$ cat src/rtl/sdram_rw_arbiter_pkg.sv
// Shared command/state encodings and the grant-selection helper for the
// SDRAM read/write arbiter.
package sdram_pkg;

  typedef enum logic [1:0] {
    CMD_REF = 2'd0,
    CMD_WR  = 2'd1,
    CMD_RD  = 2'd2
  } cmd_type_e;

  typedef enum logic [1:0] {
    ST_INIT  = 2'd0,
    ST_IDLE  = 2'd1,
    ST_ISSUE = 2'd2,
    ST_BUSY  = 2'd3
  } state_e;

  typedef struct packed {
    logic      vld;
    cmd_type_e typ;
  } grant_t;

  // Refresh always wins; on a write/read tie the side not served last goes.
  function automatic grant_t arb_pick(input logic ref_pend, input logic wr_ok,
                                      input logic rd_ok, input logic last_rd);
    grant_t g;
    g.vld = 1'b1;
    g.typ = CMD_REF;
    if (ref_pend)                              g.typ = CMD_REF;
    else if (wr_ok && (!rd_ok || last_rd))     g.typ = CMD_WR;
    else if (rd_ok)                            g.typ = CMD_RD;
    else                                       g.vld = 1'b0;
    return g;
  endfunction

endpackage

$ cat src/rtl/sdram_rw_arbiter_if.sv
// Command handshake between the arbiter (master) and the SDRAM command engine.
interface sdram_rw_arbiter_if #(
  parameter int ADDR_W = 22,
  parameter int LEN_W  = 9
);
  import sdram_pkg::*;

  logic              cmd_req;
  cmd_type_e         cmd_type;
  logic [ADDR_W-1:0] cmd_addr;
  logic [LEN_W-1:0]  cmd_len;
  logic              cmd_ack;
  logic              cmd_done;

  modport master (output cmd_req, cmd_type, cmd_addr, cmd_len,
                  input  cmd_ack, cmd_done);
  modport slave  (input  cmd_req, cmd_type, cmd_addr, cmd_len,
                  output cmd_ack, cmd_done);
endinterface

$ cat src/rtl/sdram_rw_arbiter_addr_ptr.sv
// Per-path frame pointer: advances by burst length on completion, wraps to the
// start address with a one-cycle frame pulse, and defers loads while in flight.
module sdram_addr_ptr #(
  parameter int ADDR_W = 22,
  parameter int LEN_W  = 9
) (
  input  logic              clk,
  input  logic              rst,
  input  logic [ADDR_W-1:0] start_addr_i,
  input  logic [ADDR_W-1:0] max_addr_i,
  input  logic [LEN_W-1:0]  len_i,
  input  logic              load_i,
  input  logic              busy_i,
  input  logic              fin_i,
  output logic [ADDR_W-1:0] ptr_o,
  output logic              frame_done_o
);
  localparam int AW1 = ADDR_W + 1;

  logic [ADDR_W-1:0] ptr_q;
  logic              pend_q;
  logic              frame_q;
  logic [ADDR_W:0]   sum;
  logic              wrap;

  // One extra bit so a sum past the top of the address space still compares high.
  assign sum  = {1'b0, ptr_q} + AW1'(len_i);
  assign wrap = sum >= {1'b0, max_addr_i};

  always_ff @(posedge clk) begin
    if (rst) begin
      ptr_q   <= start_addr_i;
      pend_q  <= 1'b0;
      frame_q <= 1'b0;
    end else begin
      frame_q <= 1'b0;
      if (fin_i) begin
        pend_q <= 1'b0;
        if (pend_q || load_i) begin
          ptr_q <= start_addr_i;
        end else if (wrap) begin
          ptr_q   <= start_addr_i;
          frame_q <= 1'b1;
        end else begin
          ptr_q <= sum[ADDR_W-1:0];
        end
      end else if (load_i) begin
        if (busy_i) pend_q <= 1'b1;
        else        ptr_q  <= start_addr_i;
      end
    end
  end

  assign ptr_o        = ptr_q;
  assign frame_done_o = frame_q;

endmodule

$ cat src/rtl/sdram_rw_arbiter.sv
// Arbitrates refresh, frame-write and frame-read bursts onto a single SDRAM
// command engine, with periodic refresh scheduling and per-path frame pointers.
module sdram_rw_arbiter
  import sdram_pkg::*;
#(
  parameter int ADDR_W        = 22,
  parameter int LEN_W         = 9,
  parameter int LVL_W         = 11,
  parameter int RD_FIFO_DEPTH = 1024,
  parameter int REF_PERIOD    = 780
) (
  input  logic              clk,
  input  logic              rst,
  input  logic              init_done,
  input  logic [LEN_W-1:0]  wr_len,
  input  logic [LEN_W-1:0]  rd_len,
  input  logic [ADDR_W-1:0] wr_addr,
  input  logic [ADDR_W-1:0] wr_max_addr,
  input  logic [ADDR_W-1:0] rd_addr,
  input  logic [ADDR_W-1:0] rd_max_addr,
  input  logic              wr_load,
  input  logic              rd_load,
  input  logic [LVL_W-1:0]  wr_fifo_used,
  input  logic [LVL_W-1:0]  rd_fifo_used,
  input  logic              rd_enable,
  sdram_rw_arbiter_if.master cmd,
  output logic              frame_write_done,
  output logic              frame_read_done,
  output logic              ref_overrun
);
  localparam int CW     = 32;
  localparam int RCW    = (REF_PERIOD > 1) ? $clog2(REF_PERIOD) : 1;
  localparam int NPATH  = 2;  // path 0 = write, path 1 = read

  state_e            state_q;
  logic              cmd_req_q;
  cmd_type_e         cmd_type_q;
  logic [ADDR_W-1:0] cmd_addr_q, addr_d;
  logic [LEN_W-1:0]  cmd_len_q, len_d;
  logic              last_rd_q;
  logic [RCW-1:0]    ref_cnt_q;
  logic              ref_pend_q, ref_ovr_q;

  logic wr_ok, rd_ok, in_cmd, fin, ref_ack, ref_wrap;
  grant_t gnt_d;

  logic [NPATH-1:0][ADDR_W-1:0] start_a, max_a, ptr;
  logic [NPATH-1:0]             load_v, busy_v, fin_v, frame_v;

  assign wr_ok = CW'(wr_fifo_used) >= CW'(wr_len);
  assign rd_ok = rd_enable && (CW'(rd_fifo_used) + CW'(rd_len) <= CW'(RD_FIFO_DEPTH));

  assign in_cmd   = (state_q == ST_ISSUE) || (state_q == ST_BUSY);
  // Completion counts in ISSUE only alongside the ack, so a done never precedes acceptance.
  assign fin      = cmd.cmd_done && (((state_q == ST_ISSUE) && cmd.cmd_ack) || (state_q == ST_BUSY));
  assign ref_ack  = (state_q == ST_ISSUE) && cmd.cmd_ack && (cmd_type_q == CMD_REF);
  assign ref_wrap = (state_q != ST_INIT) && (ref_cnt_q == RCW'(REF_PERIOD - 1));

  always_comb begin
    gnt_d  = arb_pick(ref_pend_q, wr_ok, rd_ok, last_rd_q);
    addr_d = '0;
    len_d  = '0;
    case (gnt_d.typ)
      CMD_WR:  begin addr_d = ptr[0]; len_d = wr_len; end
      CMD_RD:  begin addr_d = ptr[1]; len_d = rd_len; end
      default: ;
    endcase
  end

  always_ff @(posedge clk) begin
    if (rst) begin
      state_q    <= ST_INIT;
      cmd_req_q  <= 1'b0;
      cmd_type_q <= CMD_REF;
      cmd_addr_q <= '0;
      cmd_len_q  <= '0;
      last_rd_q  <= 1'b1;
    end else begin
      case (state_q)
        ST_INIT: if (init_done) state_q <= ST_IDLE;
        ST_IDLE: begin
          if (gnt_d.vld) begin
            state_q    <= ST_ISSUE;
            cmd_req_q  <= 1'b1;
            cmd_type_q <= gnt_d.typ;
            cmd_addr_q <= addr_d;
            cmd_len_q  <= len_d;
            if (gnt_d.typ != CMD_REF) last_rd_q <= (gnt_d.typ == CMD_RD);
          end
        end
        ST_ISSUE: begin
          if (cmd.cmd_ack) begin
            cmd_req_q <= 1'b0;
            state_q   <= cmd.cmd_done ? ST_IDLE : ST_BUSY;
          end
        end
        ST_BUSY: if (cmd.cmd_done) state_q <= ST_IDLE;
        default: state_q <= ST_INIT;
      endcase
    end
  end

  always_ff @(posedge clk) begin
    if (rst) begin
      ref_cnt_q  <= '0;
      ref_pend_q <= 1'b0;
      ref_ovr_q  <= 1'b0;
    end else begin
      if (state_q != ST_INIT) ref_cnt_q <= ref_wrap ? '0 : ref_cnt_q + 1'b1;
      // A fresh request on the same edge as an ack must survive, hence wrap first.
      if (ref_wrap) begin
        ref_pend_q <= 1'b1;
        if (ref_pend_q && !ref_ack) ref_ovr_q <= 1'b1;
      end else if (ref_ack) begin
        ref_pend_q <= 1'b0;
      end
    end
  end

  assign start_a = {rd_addr, wr_addr};
  assign max_a   = {rd_max_addr, wr_max_addr};
  assign load_v  = {rd_load, wr_load};
  assign busy_v  = {in_cmd && (cmd_type_q == CMD_RD), in_cmd && (cmd_type_q == CMD_WR)};
  assign fin_v   = {fin && (cmd_type_q == CMD_RD), fin && (cmd_type_q == CMD_WR)};

  for (genvar p = 0; p < NPATH; p++) begin : g_path
    sdram_addr_ptr #(.ADDR_W(ADDR_W), .LEN_W(LEN_W)) u_ptr (
      .clk         (clk),
      .rst         (rst),
      .start_addr_i(start_a[p]),
      .max_addr_i  (max_a[p]),
      .len_i       (cmd_len_q),
      .load_i      (load_v[p]),
      .busy_i      (busy_v[p]),
      .fin_i       (fin_v[p]),
      .ptr_o       (ptr[p]),
      .frame_done_o(frame_v[p])
    );
  end

  assign cmd.cmd_req      = cmd_req_q;
  assign cmd.cmd_type     = cmd_type_q;
  assign cmd.cmd_addr     = cmd_addr_q;
  assign cmd.cmd_len      = cmd_len_q;
  assign frame_write_done = frame_v[0];
  assign frame_read_done  = frame_v[1];
  assign ref_overrun      = ref_ovr_q;

endmodule

$ cat src/flat_wrapper.sv
// flat-port wrapper written by rule: the top's interface ports become plain ports
module sdram_rw_arbiter_flat import sdram_pkg::*;
#(
  parameter int ADDR_W        = 22,
  parameter int LEN_W         = 9,
  parameter int LVL_W         = 11,
  parameter int RD_FIFO_DEPTH = 1024,
  parameter int REF_PERIOD    = 780
)
  (clk, rst, init_done, wr_len, rd_len, wr_addr, wr_max_addr, rd_addr, rd_max_addr, wr_load, rd_load, wr_fifo_used, rd_fifo_used, rd_enable, frame_write_done, frame_read_done, ref_overrun, cmd_cmd_req, cmd_cmd_type, cmd_cmd_addr, cmd_cmd_len, cmd_cmd_ack, cmd_cmd_done);
  sdram_rw_arbiter_if #(.ADDR_W(ADDR_W), .LEN_W(LEN_W)) cmd_i ();
  input  logic clk;
  input  logic rst;
  input  logic init_done;
  input  logic [LEN_W-1:0] wr_len;
  input  logic [LEN_W-1:0] rd_len;
  input  logic [ADDR_W-1:0] wr_addr;
  input  logic [ADDR_W-1:0] wr_max_addr;
  input  logic [ADDR_W-1:0] rd_addr;
  input  logic [ADDR_W-1:0] rd_max_addr;
  input  logic wr_load;
  input  logic rd_load;
  input  logic [LVL_W-1:0] wr_fifo_used;
  input  logic [LVL_W-1:0] rd_fifo_used;
  input  logic rd_enable;
  output logic frame_write_done;
  output logic frame_read_done;
  output logic ref_overrun;
  output wire logic [$bits(cmd_i.cmd_req)-1:0] cmd_cmd_req;
  output wire logic [$bits(cmd_i.cmd_type)-1:0] cmd_cmd_type;
  output wire logic [$bits(cmd_i.cmd_addr)-1:0] cmd_cmd_addr;
  output wire logic [$bits(cmd_i.cmd_len)-1:0] cmd_cmd_len;
  input wire logic [$bits(cmd_i.cmd_ack)-1:0] cmd_cmd_ack;
  input wire logic [$bits(cmd_i.cmd_done)-1:0] cmd_cmd_done;
  assign cmd_cmd_req = cmd_i.cmd_req;
  assign cmd_cmd_type = cmd_i.cmd_type;
  assign cmd_cmd_addr = cmd_i.cmd_addr;
  assign cmd_cmd_len = cmd_i.cmd_len;
  assign cmd_i.cmd_ack = cmd_cmd_ack;
  assign cmd_i.cmd_done = cmd_cmd_done;
  sdram_rw_arbiter #(.ADDR_W(ADDR_W), .LEN_W(LEN_W), .LVL_W(LVL_W), .RD_FIFO_DEPTH(RD_FIFO_DEPTH), .REF_PERIOD(REF_PERIOD)) u_core (.clk(clk), .rst(rst), .init_done(init_done), .wr_len(wr_len), .rd_len(rd_len), .wr_addr(wr_addr), .wr_max_addr(wr_max_addr), .rd_addr(rd_addr), .rd_max_addr(rd_max_addr), .wr_load(wr_load), .rd_load(rd_load), .wr_fifo_used(wr_fifo_used), .rd_fifo_used(rd_fifo_used), .rd_enable(rd_enable), .cmd(cmd_i), .frame_write_done(frame_write_done), .frame_read_done(frame_read_done), .ref_overrun(ref_overrun));
endmodule
$ cat config.mk
export PLATFORM = sky130hd
export DESIGN_NAME = sdram_rw_arbiter_flat
export DESIGN_NICKNAME = d
export VERILOG_FILES = /design/src/rtl/sdram_rw_arbiter_pkg.sv /design/src/rtl/sdram_rw_arbiter_if.sv /design/src/rtl/sdram_rw_arbiter_addr_ptr.sv /design/src/rtl/sdram_rw_arbiter.sv /design/src/flat_wrapper.sv
export SDC_FILE = /design/constraint.sdc
export NUM_CORES = 1
export LEC_CHECK = 0
export ABC_CLOCK_PERIOD_IN_PS = 4200
export BUFFER_PORTS_ARGS = -buffer_cell sky130_fd_sc_hd__buf_2
export CORE_UTILIZATION = 50
export CTS_CLUSTER_DIAMETER = 80
export DETAILED_ROUTE_END_ITERATION = 10
export HOLD_SLACK_MARGIN = 0.12
export PLACE_DENSITY = 0.75
export SYNTH_ARGS = -nofsm -noshare
export SYNTH_HDL_FRONTEND = slang
export SYNTH_SLANG_ARGS = --single-unit
$ cat constraint.sdc
create_clock -name clk -period 4.2 [get_ports clk]
set_input_delay 0.63 -clock clk [delete_from_list [all_inputs] [get_ports clk]]
set_output_delay 0.63 -clock clk [all_outputs]
set_load 0.01 [all_outputs]
; Yosys cells after proc, flatten, opt, wreduce, memory -nomap -nowiden
; Cells that the tools add are included.
[classes]
reduce_logical = 39
order_cmp = 4
bitwise = 2
mux = 34
addsub = 4
eq_ne = 14
[ops]
columns = op, count
row1 = $mux 22, 12
row2 = $add 22x9->23, 2
row3 = $ge 23x22->1, 2
row4 = $pmux 22 s2, 1
row5 = $le 32x11->1 const B, 1
row6 = $pmux 9 s2, 1
row7 = $mux 2, 8
row8 = $add 11x9->12, 1
row9 = $reduce_and 2->1, 6
row10 = $ge 11x9->1, 1
row11 = $logic_and 1x1->1, 11
row12 = $add 10x1->10 const B, 1
row13 = $eq 10x10->1 const B, 1
row14 = $mux 10, 1
row15 = $mux 1, 9
row16 = $eq 2x2->1 const B, 4
row17 = $pmux 2 s4, 1
row18 = $reduce_bool 2->1, 4
row19 = $eq 2x1->1 const B, 3
row20 = $ne 2x2->1 const B, 3
row21 = $ne 3x2->1 const B, 2
row22 = $reduce_and 3->1, 2
row23 = $reduce_bool 3->1, 2
row24 = $reduce_or 3->1, 2
row25 = 8 further kinds, 16
[word_totals]
elab_cells = 112
inputBits = 136
regBits = 97
out_inout_bits = 37

; Depth between registers and ports, before layout
; Gate-level depths: netlist of the first run.
[depth]
word_depth = 10
depth_mapped = 20
ltp_nobuf = 19

; By module
; From an unflattened synthesis of the first run, not the netlist that was laid out.
[hier_totals]
cells_unflattened = 807
hier_area_um2 = 7718.7
[by_module_without_submodules]
columns = module, seq_area_each_um2, cells_per_inst, area_per_inst_um2, n_inst
row1 = sdram_rw_arbiter, 980.9, 359, 3083.0, 1
row2 = sdram_addr_ptr at u_core.g_path[1].u_ptr, 700.7, 236, 2369.8, 1
row3 = sdram_addr_ptr at u_core.g_path[0].u_ptr, 700.7, 212, 2265.9, 1

; Worst setup path after synthesis of the first run
; No wires, ideal clock.
[synth_path]
path_kind = flip-flop to flip-flop
startpoint = register u_core.cmd_len_q[0], in the netlist u_core.cmd.cmd_len[0]
endpoint = register u_core.g_path[1].u_ptr.ptr_q[14] (data pin)
stages_incl_launch_ff = 21
synth_period_minus_slack_ns = 4.507
arrival_time_ns = 4.247
t_required_ns = 3.940
n_path_buf = 1
path_slack_ns = -0.307
setup_time_ns = 0.260
cell_sequence = dfxtp_1 -> ha_1 -> inv_1 -> fa_1 -> nor2b_1 -> o21ai_1 -> a21boi_1 -> o211a_1 -> o21a_1 -> o21ai_0 -> xnor2_1 -> ha_1 -> a21o_1 -> a211oi_1 -> and3_1 -> a21oi_1 -> o21ai_0 -> nor4_1 -> nor4_1 -> buf_2 -> mux2_2
[synth_between]
elab_chain_len = 6
[synth_rtl]
columns = element, line_no
row1 = "start, declared", sdram_rw_arbiter.sv:39  ; logic [LEN_W-1:0] cmd_len_q, len_d;
row2 = "start signal, assigned", sdram_rw_arbiter.sv:87  ; cmd_len_q <= len_d;
row3 = $add 22x9->23 *, sdram_rw_arbiter_addr_ptr.sv:27  ; assign sum = {1'b0, ptr_q} + AW1'(len_i);
row4 = $ge 23x22->1, sdram_rw_arbiter_addr_ptr.sv:28  ; assign wrap = sum >= {1'b0, max_addr_i};
row5 = $mux 22 *, sdram_rw_arbiter_addr_ptr.sv:41  ; end else if (wrap) begin
row6 = $mux 22 *, sdram_rw_arbiter_addr_ptr.sv:39  ; if (pend_q || load_i) begin
row7 = $mux 22 *, sdram_rw_arbiter_addr_ptr.sv:37  ; if (fin_i) begin
row8 = $mux 22 *, sdram_rw_arbiter_addr_ptr.sv:31  ; if (rst) begin
row9 = "end signal, assigned", sdram_rw_arbiter_addr_ptr.sv:32  ; ptr_q <= start_addr_i;
row10 = "end signal, assigned", sdram_rw_arbiter_addr_ptr.sv:40  ; ptr_q <= start_addr_i;
row11 = "end signal, assigned", sdram_rw_arbiter_addr_ptr.sv:42  ; ptr_q <= start_addr_i;
row12 = "end, declared", sdram_rw_arbiter_addr_ptr.sv:20  ; logic [ADDR_W-1:0] ptr_q;
; Every way passes the cells marked *; elsewhere a longest branch is shown, timed or not.
; A chain may end at the register's enable or synchronous reset.

; Worst setup path after layout of the first run
[layout_path]
startpoint = register u_core.cmd_len_q[0], in the netlist u_core.cmd.cmd_len[0]
endpoint = register u_core.g_path[0].u_ptr.ptr_q[16] (data pin)
[layout_between]
elab_chain_len = 6
[layout_rtl]
columns = element, line_no
row1 = $add 22x9->23 *, sdram_rw_arbiter_addr_ptr.sv:27
row2 = $ge 23x22->1, sdram_rw_arbiter_addr_ptr.sv:28
row3 = $mux 22 *, sdram_rw_arbiter_addr_ptr.sv:41
row4 = $mux 22 *, sdram_rw_arbiter_addr_ptr.sv:39
row5 = $mux 22 *, sdram_rw_arbiter_addr_ptr.sv:37
row6 = $mux 22 *, sdram_rw_arbiter_addr_ptr.sv:31
row7 = "end signal, assigned", sdram_rw_arbiter_addr_ptr.sv:32
row8 = "end signal, assigned", sdram_rw_arbiter_addr_ptr.sv:40
row9 = "end signal, assigned", sdram_rw_arbiter_addr_ptr.sv:42
row10 = "end, declared", sdram_rw_arbiter_addr_ptr.sv:20
; Marks and branches as above.

==> results.yml, run 1 <==
global_routing:
  gr-total-overflow: 0
  track_usage_pct: 26.7
  grt_pass1_vias: 6796
  antenna_found_initial: 0
  grt_first_pass_wirelength_mm: 33.4
  grt_max_degree: 39
setup_path:
  arrival_ns: 4.43
  endpoint_kind: "flip-flop"
  reg2reg_from: "u_core.cmd.cmd_len[0]"
  cp.required_ns: 4.31
  path_max_fanout: 6
  startpoint: "u_core.cmd.cmd_len[0]"
  startpoint_type: "flip-flop"
  crit_type: "reg -> reg"
final_layout:
  n_antenna_cell: 0
  nets: 1261
  final_cell_area_um2: 9900
  drive_gt1_share_pct: 35.7
  area_growth_syn_to_layout_pct: 28.2
  fillers: 1235
  layoutNonFillerInstCount: 1226
floorplan:
  dieArea_um2: 15900
  initial_core_util_pct: 51.0
  ioPinCount: 173
  die_width_um: 126
  core_um2: 15100
  chipHeight_um: 126
  row_count: 45
timing:
  whs_ns: 0.473
  tightest_slew_ns: 1.04
  period_share_pct: 103
  hold_viol_final: 0
  period_needed_ns: 4.32
  fmax_mhz: 231
  relSlewSlack_pct: 30.6
  rsz0062_at_grt: "true"
  finClkSkew_ns: 0.00960
  setup_slack_ns: -0.125
  drv_slew: 0
  setup_violations: 29
clock_tree:
  root_buffer: "clkbuf_16"
  insertion_delay_ns: 0.35
  cts_tree: "done"
  htreeDepth: 3
  clock_path_buffers: 2
  clk_pin_slew_ns: 0.07
  cts.sinks: 97
  cts_buffers: 9
synthesis:
  synth_top_family_by_area: "compound AO/OA/AOI/OAI gates"
  synth-compound-area-share_pct: 24.3
  synthAdderAreaFrac_pct: 15.2
  synthSimpleGateAreaFrac_pct: 11.8
  ys.flop_type: "dfxtp_1"
  yosysUniqueCellTypes: 66
  yosysWarnings: 0
  synthXorXnorAreaFrac_pct: 5.33
  ys_seq_elements: 97
  yosys-mux-area-fraction_pct: 6.69
  avgSynthCellArea_um2: 9.55
  synth_edf_count: 44
  ys_seq_area_share_pct: 30.8
  syn-num-nets: 1037
  syn-cell-area_um2: 7720
  async_flop_share_pct: 0
  syn_inst: 809
power:
  ir_worst_vdd_mv: 0.285
  power.density_nw_per_um2: 323
  leakagePower_nw: 4.90
route:
  drc: 0
  num_vias: 7042
  first_pass_iters: 5
  wire_per_inst_um: 17.2
  first_iter_violations: 531
  drt-total-wl_mm: 21.1
  viasPerCell: 5.74
  ant_nets: 0
place:
  placed_area_um2: 9120
  dp_cells: 1188
  gp_congestion: 0.921
  dp_slack_ns: -0.271
  hpwlAfterDp_mm: 16.0
  io_buffers: 172
run_status:
  status: "finished, violations left"
  failed_checks: "negative setup slack"
min_path:
  hp-class: "reg -> reg"
  min_from: "u_core.ref_overrun"
flow_run:
  cap_violations: 0
## final cells by class
type / instances / area, um^2 / area share, %
clock buffers: 11 / 254 / 2.57
flip-flops and latches: 97 / 2390 / 24.1
well taps: 188 / 235 / 2.38
inverters: 79 / 297 / 3.00
repair buffers: 246 / 1500 / 15.2
clock inverters: 5 / 83.8 / 0.847
multi-input cells: 600 / 5140 / 51.9
## critical path: stages, from the launching register on
cell	delay, ns
dfxtp_4	0.35
buf_6	0.10
ha_4	0.13
inv_2	0.03
fa_2	0.33
nor2b_1	0.13
o21a_1	0.16
o21ai_2	0.07
a21oi_2	0.22
o31ai_4	0.10
nor3_2	0.20
xor2_1	0.21
ha_1	0.27
a21o_1	0.16
a21o_1	0.14
a21o_1	0.16
a21oi_2	0.11
o211ai_1	0.09
a31oi_1	0.25
o211ai_1	0.17
buf_4	0.22
buf_4	0.16
mux2_4	0.30
## where the power goes
| group | switching, W | leakage (nW) | total, W | internal, W |
|---|---|---|---|---|
| clock | 0.000385 | 0.166 | 0.000948 | 0.000563 |
| combinational | 0.000605 | 3.86 | 0.00110 | 0.000493 |
| sequential | 0.0000766 | 0.879 | 0.00115 | 0.00107 |
| total | 0.00107 | 4.90 | 0.00319 | 0.00213 |
## what timing repair did
item                       CTS  global route
setup buffers               10            11
pin swaps                   31            22
setup endpoints to repair   44            44
gates cloned                 2             1
resized for setup           46            21
hold buffers                 0             0
## per-layer routing
layer	routed length (um)	GRT usage, %
met1	9390	35.1
met2	9900	44.5
met3	1290	4.80
met4	528	7.87
met5	0	0
## through the flow
step | util, % | power [W] | setup TNS (ns)
after global placement | 60.2 | 0.00216 | -3.62
final | 65.4 | 0.00319 | -1.65
after floorplan | - | 0.00182 | 0
after CTS | 64.2 | 0.00317 | -4.36
after global routing | 65.4 | 0.00337 | -9.52
after detailed placement | 60.2 | 0.00218 | -10.17
## synth_stat cells, types with 3 or more instances
| master | instances | area share [%] |
|---|---|---|
| a22oi_1 | 31 | 3.0 |
| and2_1 | 4 | 0.32 |
| o21a_1 | 11 | 1.1 |
| edfxtp_1 | 44 | 17 |
| a211oi_1 | 7 | 0.68 |
| dfxtp_1 | 53 | 14 |
| mux2_2 | 32 | 4.7 |
| nor4_1 | 5 | 0.41 |
| or3_1 | 3 | 0.24 |
| nor2_1 | 58 | 2.8 |
| nand3_1 | 23 | 1.5 |
| xor2_1 | 19 | 2.2 |
| buf_1 | 5 | 0.24 |
| buf_2 | 5 | 0.32 |
| mux2_1 | 13 | 1.9 |
| o211a_1 | 3 | 0.39 |
| inv_1 | 78 | 3.8 |
| a211oi_2 | 27 | 4.4 |
| fa_1 | 3 | 0.78 |
| clkbuf_1 | 20 | 0.97 |
| xnor2_1 | 28 | 3.2 |
| nand4_1 | 7 | 0.57 |
| and3_1 | 9 | 0.73 |
| o31ai_1 | 5 | 0.49 |
| nor3b_1 | 4 | 0.39 |
| nand2b_1 | 4 | 0.32 |
| o21ai_1 | 5 | 0.32 |
| nor2b_1 | 9 | 0.73 |
| nand2_1 | 40 | 1.9 |
| buf_6 | 3 | 0.44 |
| a21o_1 | 17 | 1.7 |
| a41o_1 | 31 | 4.0 |
| nor3_1 | 18 | 1.2 |
| o211ai_1 | 6 | 0.58 |
| ha_1 | 89 | 14 |
| o21ai_0 | 22 | 1.4 |
| a21oi_1 | 29 | 1.9 |
| a211o_1 | 3 | 0.34 |
## registers in the layout, indices dropped and copies added, names as in the netlist
register                          cells
u_core.cmd.cmd_addr                  22
u_core.cmd.cmd_len                    9
u_core.cmd.cmd_req                    1
u_core.cmd.cmd_type                   2
u_core.g_path.u_ptr.frame_done_o      2
u_core.g_path.u_ptr.pend_q            2
u_core.g_path.u_ptr.ptr_o            44
u_core.last_rd_q                      1
u_core.ref_cnt_q                     10
u_core.ref_overrun                    1
u_core.ref_pend_q                     1
u_core.state_q                        2
## layout by cell type (no fill, tap or decap), types with 18 or more instances in the layout
| cell type | n |
|---|---|
| edfxtp_1 | 44 |
| inv_1 | 76 |
| a41o_1 | 31 |
| xor2_1 | 19 |
| a22oi_1 | 31 |
| a211oi_2 | 28 |
| dfxtp_1 | 52 |
| ha_1 | 87 |
| nor2_1 | 58 |
| buf_4 | 66 |
| nand2_1 | 39 |
| nand3_1 | 23 |
| o21ai_0 | 18 |
| mux2_4 | 30 |
| buf_2 | 172 |
| a21oi_1 | 25 |
| xnor2_1 | 25 |
## path summary, 6_finish.rpt
kind                                       to  slack (ns)  cells after the start
max          u_core.g_path[0].u_ptr.ptr_o[16]       -0.12                     22
min                        u_core.ref_overrun        0.47                      2
max reg2reg  u_core.g_path[0].u_ptr.ptr_o[16]       -0.12                     22
min reg2reg                u_core.ref_overrun        0.47                      2
## kinds of logic (layout without fill, tap and decap cells)
kind of cell | count (synthesis) | after routing
compound gates | 224 | 224
simple gates | 191 | 191
buf+inv | 112 | 341
flops | 97 | 97
fa+ha+maj | 92 | 92
xor+xnor | 47 | 47
mux | 46 | 46
(Power assumes the default switching activity.)
==> run 2: changes to the inputs <==
--- a/config.mk
+++ b/config.mk
@@ -14,2 +14,3 @@
 export PLACE_DENSITY = 0.75
+export SKIP_LAST_GASP = 1
 export SYNTH_ARGS = -nofsm -noshare
--- a/constraint.sdc
+++ b/constraint.sdc
@@ -3,2 +3,2 @@
 set_output_delay 0.63 -clock clk [all_outputs]
-set_load 0.01 [all_outputs]
+set_load 0.05 [all_outputs]
==> run 2 against run 1 <==
The run still ends with negative setup slack left. Clock power down 12%. Maximum frequency up 0.43%. Clock skew is 0.0022 ns higher. Global-route usage fell by 1.6 points. Sequential cell count is the same. First-iteration DRC count is 12% lower. Die area unchanged. Power fell by 1.3%. Cell area shrank 2.0%. Critical path type unchanged. Critical endpoint is now u_core.g_path[1].u_ptr.ptr_o[0]. Largest cell class unchanged. Largest power group is now combinational cells.
==> results.yml, run 2 (same netlist as run 1, synthesis figures left out) <==
final_layout:
  final_cell_area_um2: 9700
  area_growth_syn_to_layout_pct: 25.6
  n_antenna_cell: 0
  final_common_cell: "buf_2"
  fillers: 1283
  drive_gt1_share_pct: 34.7
  final_cell_mix: "buf_2, ha_1, inv_1, nor2_1, dfxtp_1"
  layoutNonFillerInstCount: 1200
  largest_reg_flops: 44
  nets: 1235
route:
  drt-total-wl_mm: 20.5
  drc: 0
  wire_per_inst_um: 17.1
  num_vias: 6975
  ant_nets: 0
  viasPerCell: 5.81
  first_pass_iters: 5
  first_iter_violations: 465
place:
  dp_cells: 1167
  hpwlAfterDp_mm: 15.5
  gp_congestion: 0.905
  io_buffers: 172
  placed_area_um2: 9020
setup_path:
  cpMaxStageDelayCell: "edfxtp_1"
  path_depth: 21
  worstRegToRegCells: 21
  r2r_slack_ns: -0.11
  cp_cell_sequence: "ha_2, inv_2, fa_2, nor2b_2, o21ai_2, a21boi_2, o211a_1, o21a_1, o21ai_2, xnor2_2, ha_1, a21o_1, a211oi_2, and3_1, a21oi_2, o21ai_2, nor4_4, nor4_4, buf_4, buf_12, mux2_2"
  arrival_ns: 4.41
  crit_buf_inv: 3
  critPathTopFamily: "compound AO/OA/AOI/OAI gates"
  crit_type: "reg -> reg"
  reg2reg_from: "u_core.g_path[1].u_ptr.ptr_o[0]"
  endpoint_kind: "flip-flop"
  cpPeakStageDelay_ns: 0.37
  startpoint_type: "flip-flop"
  path_max_fanout: 5
  cp.required_ns: 4.30
  reg2reg_to: "u_core.g_path[1].u_ptr.ptr_o[0]"
  cp_common_cell: "o21ai_2"
power:
  ir_worst_vdd_mv: 0.294
  power_frac_seq_pct: 36.4
  leakagePower_nw: 4.76
  swShare_pct: 37.7
  pwr-share-clk_pct: 26.4
  p_int_w: 0.00197
  power.density_nw_per_um2: 325
  combPwrFrac_pct: 37.2
  switching_power_w: 0.00119
  p_total_w: 0.00315
global_routing:
  grt_max_degree: 65
  grt_pass1_vias: 6283
  track_usage_pct: 25.1
  antenna_found_initial: 0
  gr-total-overflow: 0
  grt_first_pass_wirelength_mm: 31.4
timing:
  fmax_mhz: 232
  period_needed_ns: 4.31
  setup_slack_ns: -0.106
  finClkSkew_ns: 0.0118
  relSlewSlack_pct: 17.1
  tightest_slew_ns: 1.24
  drv_slew: 0
  rsz0062_at_grt: "true"
  period_share_pct: 103
  hold_viol_final: 0
  setup_violations: 24
floorplan:
  ioPinCount: 173
  dieArea_um2: 15900
  core_um2: 15100
  die_width_um: 126
  chipHeight_um: 126
  initial_core_util_pct: 51.0
  row_count: 45
min_path:
  hp-class: "reg -> reg"
  min_to: "u_core.cmd.cmd_req"
  min_from: "u_core.cmd.cmd_req"
  hold_depth: 2
clock_tree:
  htreeDepth: 3
  cts_buffers: 9
  clock_path_buffers: 2
  root_buffer: "clkbuf_16"
  cts.sinks: 97
  cts_tree: "done"
  insertion_delay_ns: 0.36
  clk_pin_slew_ns: 0.07
run_status:
  status: "finished, violations left"
  failed_checks: "negative setup slack"
flow_run:
  cap_violations: 0
## run 2: metrics by stage
stage	util [%]	TNS (ns)	hold WS, ns	setup WS, ns
after floorplan	-	0	0.477	0.00213
after global placement	59.5	0	0.447	0.00501
after detailed placement	59.5	-4.10	0.455	-0.155
after CTS	62.5	-0.00925	0.466	-0.00925
after global routing	64.0	-9.10	0.483	-0.258
final	64.0	-1.20	0.459	-0.106
## run 2: repair_timing
item | in CTS | in global routing
hold buffers | 0 | 0
setup buffers | 8 | 7
setup endpoints to repair | 44 | 44
gates resized for setup | 18 | 43
gates cloned | 3 | 1
pin swaps | 2 | 15
## run 2: worst register-to-register path: cells and delay by family (launching register included)
| kind | cells | cell delay [ns] |
|---|---|---|
| xor+xnor | 1 | 0.15 |
| simple gates | 4 | 0.78 |
| buf+inv | 3 | 0.39 |
| mux | 1 | 0.34 |
| fa+ha+maj | 3 | 0.83 |
| flops | 1 | 0.37 |
| compound gates | 9 | 1.20 |
## run 2: worst max-delay path by stage
| stage | from | to |
|---|---|---|
| after floorplan | rd_len[0] | u_core.cmd.cmd_addr[10] |
| after global placement | u_core.cmd.cmd_len[0] | u_core.g_path[0].u_ptr.ptr_o[2] |
| after detailed placement | u_core.g_path[0].u_ptr.ptr_o[0] | u_core.g_path[0].u_ptr.ptr_o[5] |
| after CTS | u_core.g_path[0].u_ptr.ptr_o[0] | u_core.g_path[0].u_ptr.ptr_o[16] |
| after global routing | u_core.g_path[1].u_ptr.ptr_o[0] | u_core.g_path[1].u_ptr.ptr_o[5] |
| final | u_core.g_path[1].u_ptr.ptr_o[0] | u_core.g_path[1].u_ptr.ptr_o[0] |
## run 2: layout make-up
class	count	area (um^2)	share of cell area [%]
clock buffers	10	239	2.46
inverters	79	297	3.06
clock inverters	6	52.6	0.542
flip-flops and latches	97	2390	24.6
well taps	188	235	2.42
multi-input cells	600	5150	53.1
repair buffers	220	1340	13.8
## run 2: metal layers
metal  global-route usage, %  routed length [um]
met4                    7.30                 376
met1                    34.2                9620
met2                    40.8                9340
met3                    4.12                1130
met5                       0                   0
## run 2: power by group through the flow
stage	Combinational [W]	Clock, W	Sequential (W)
global placement	0.00109	0	0.00116
global route	0.00128	0.000881	0.00115
finish	0.00117	0.000831	0.00115
CTS	0.00113	0.000841	0.00114
detailed placement	0.00111	0	0.00117
floorplan	0.000666	0	0.00128
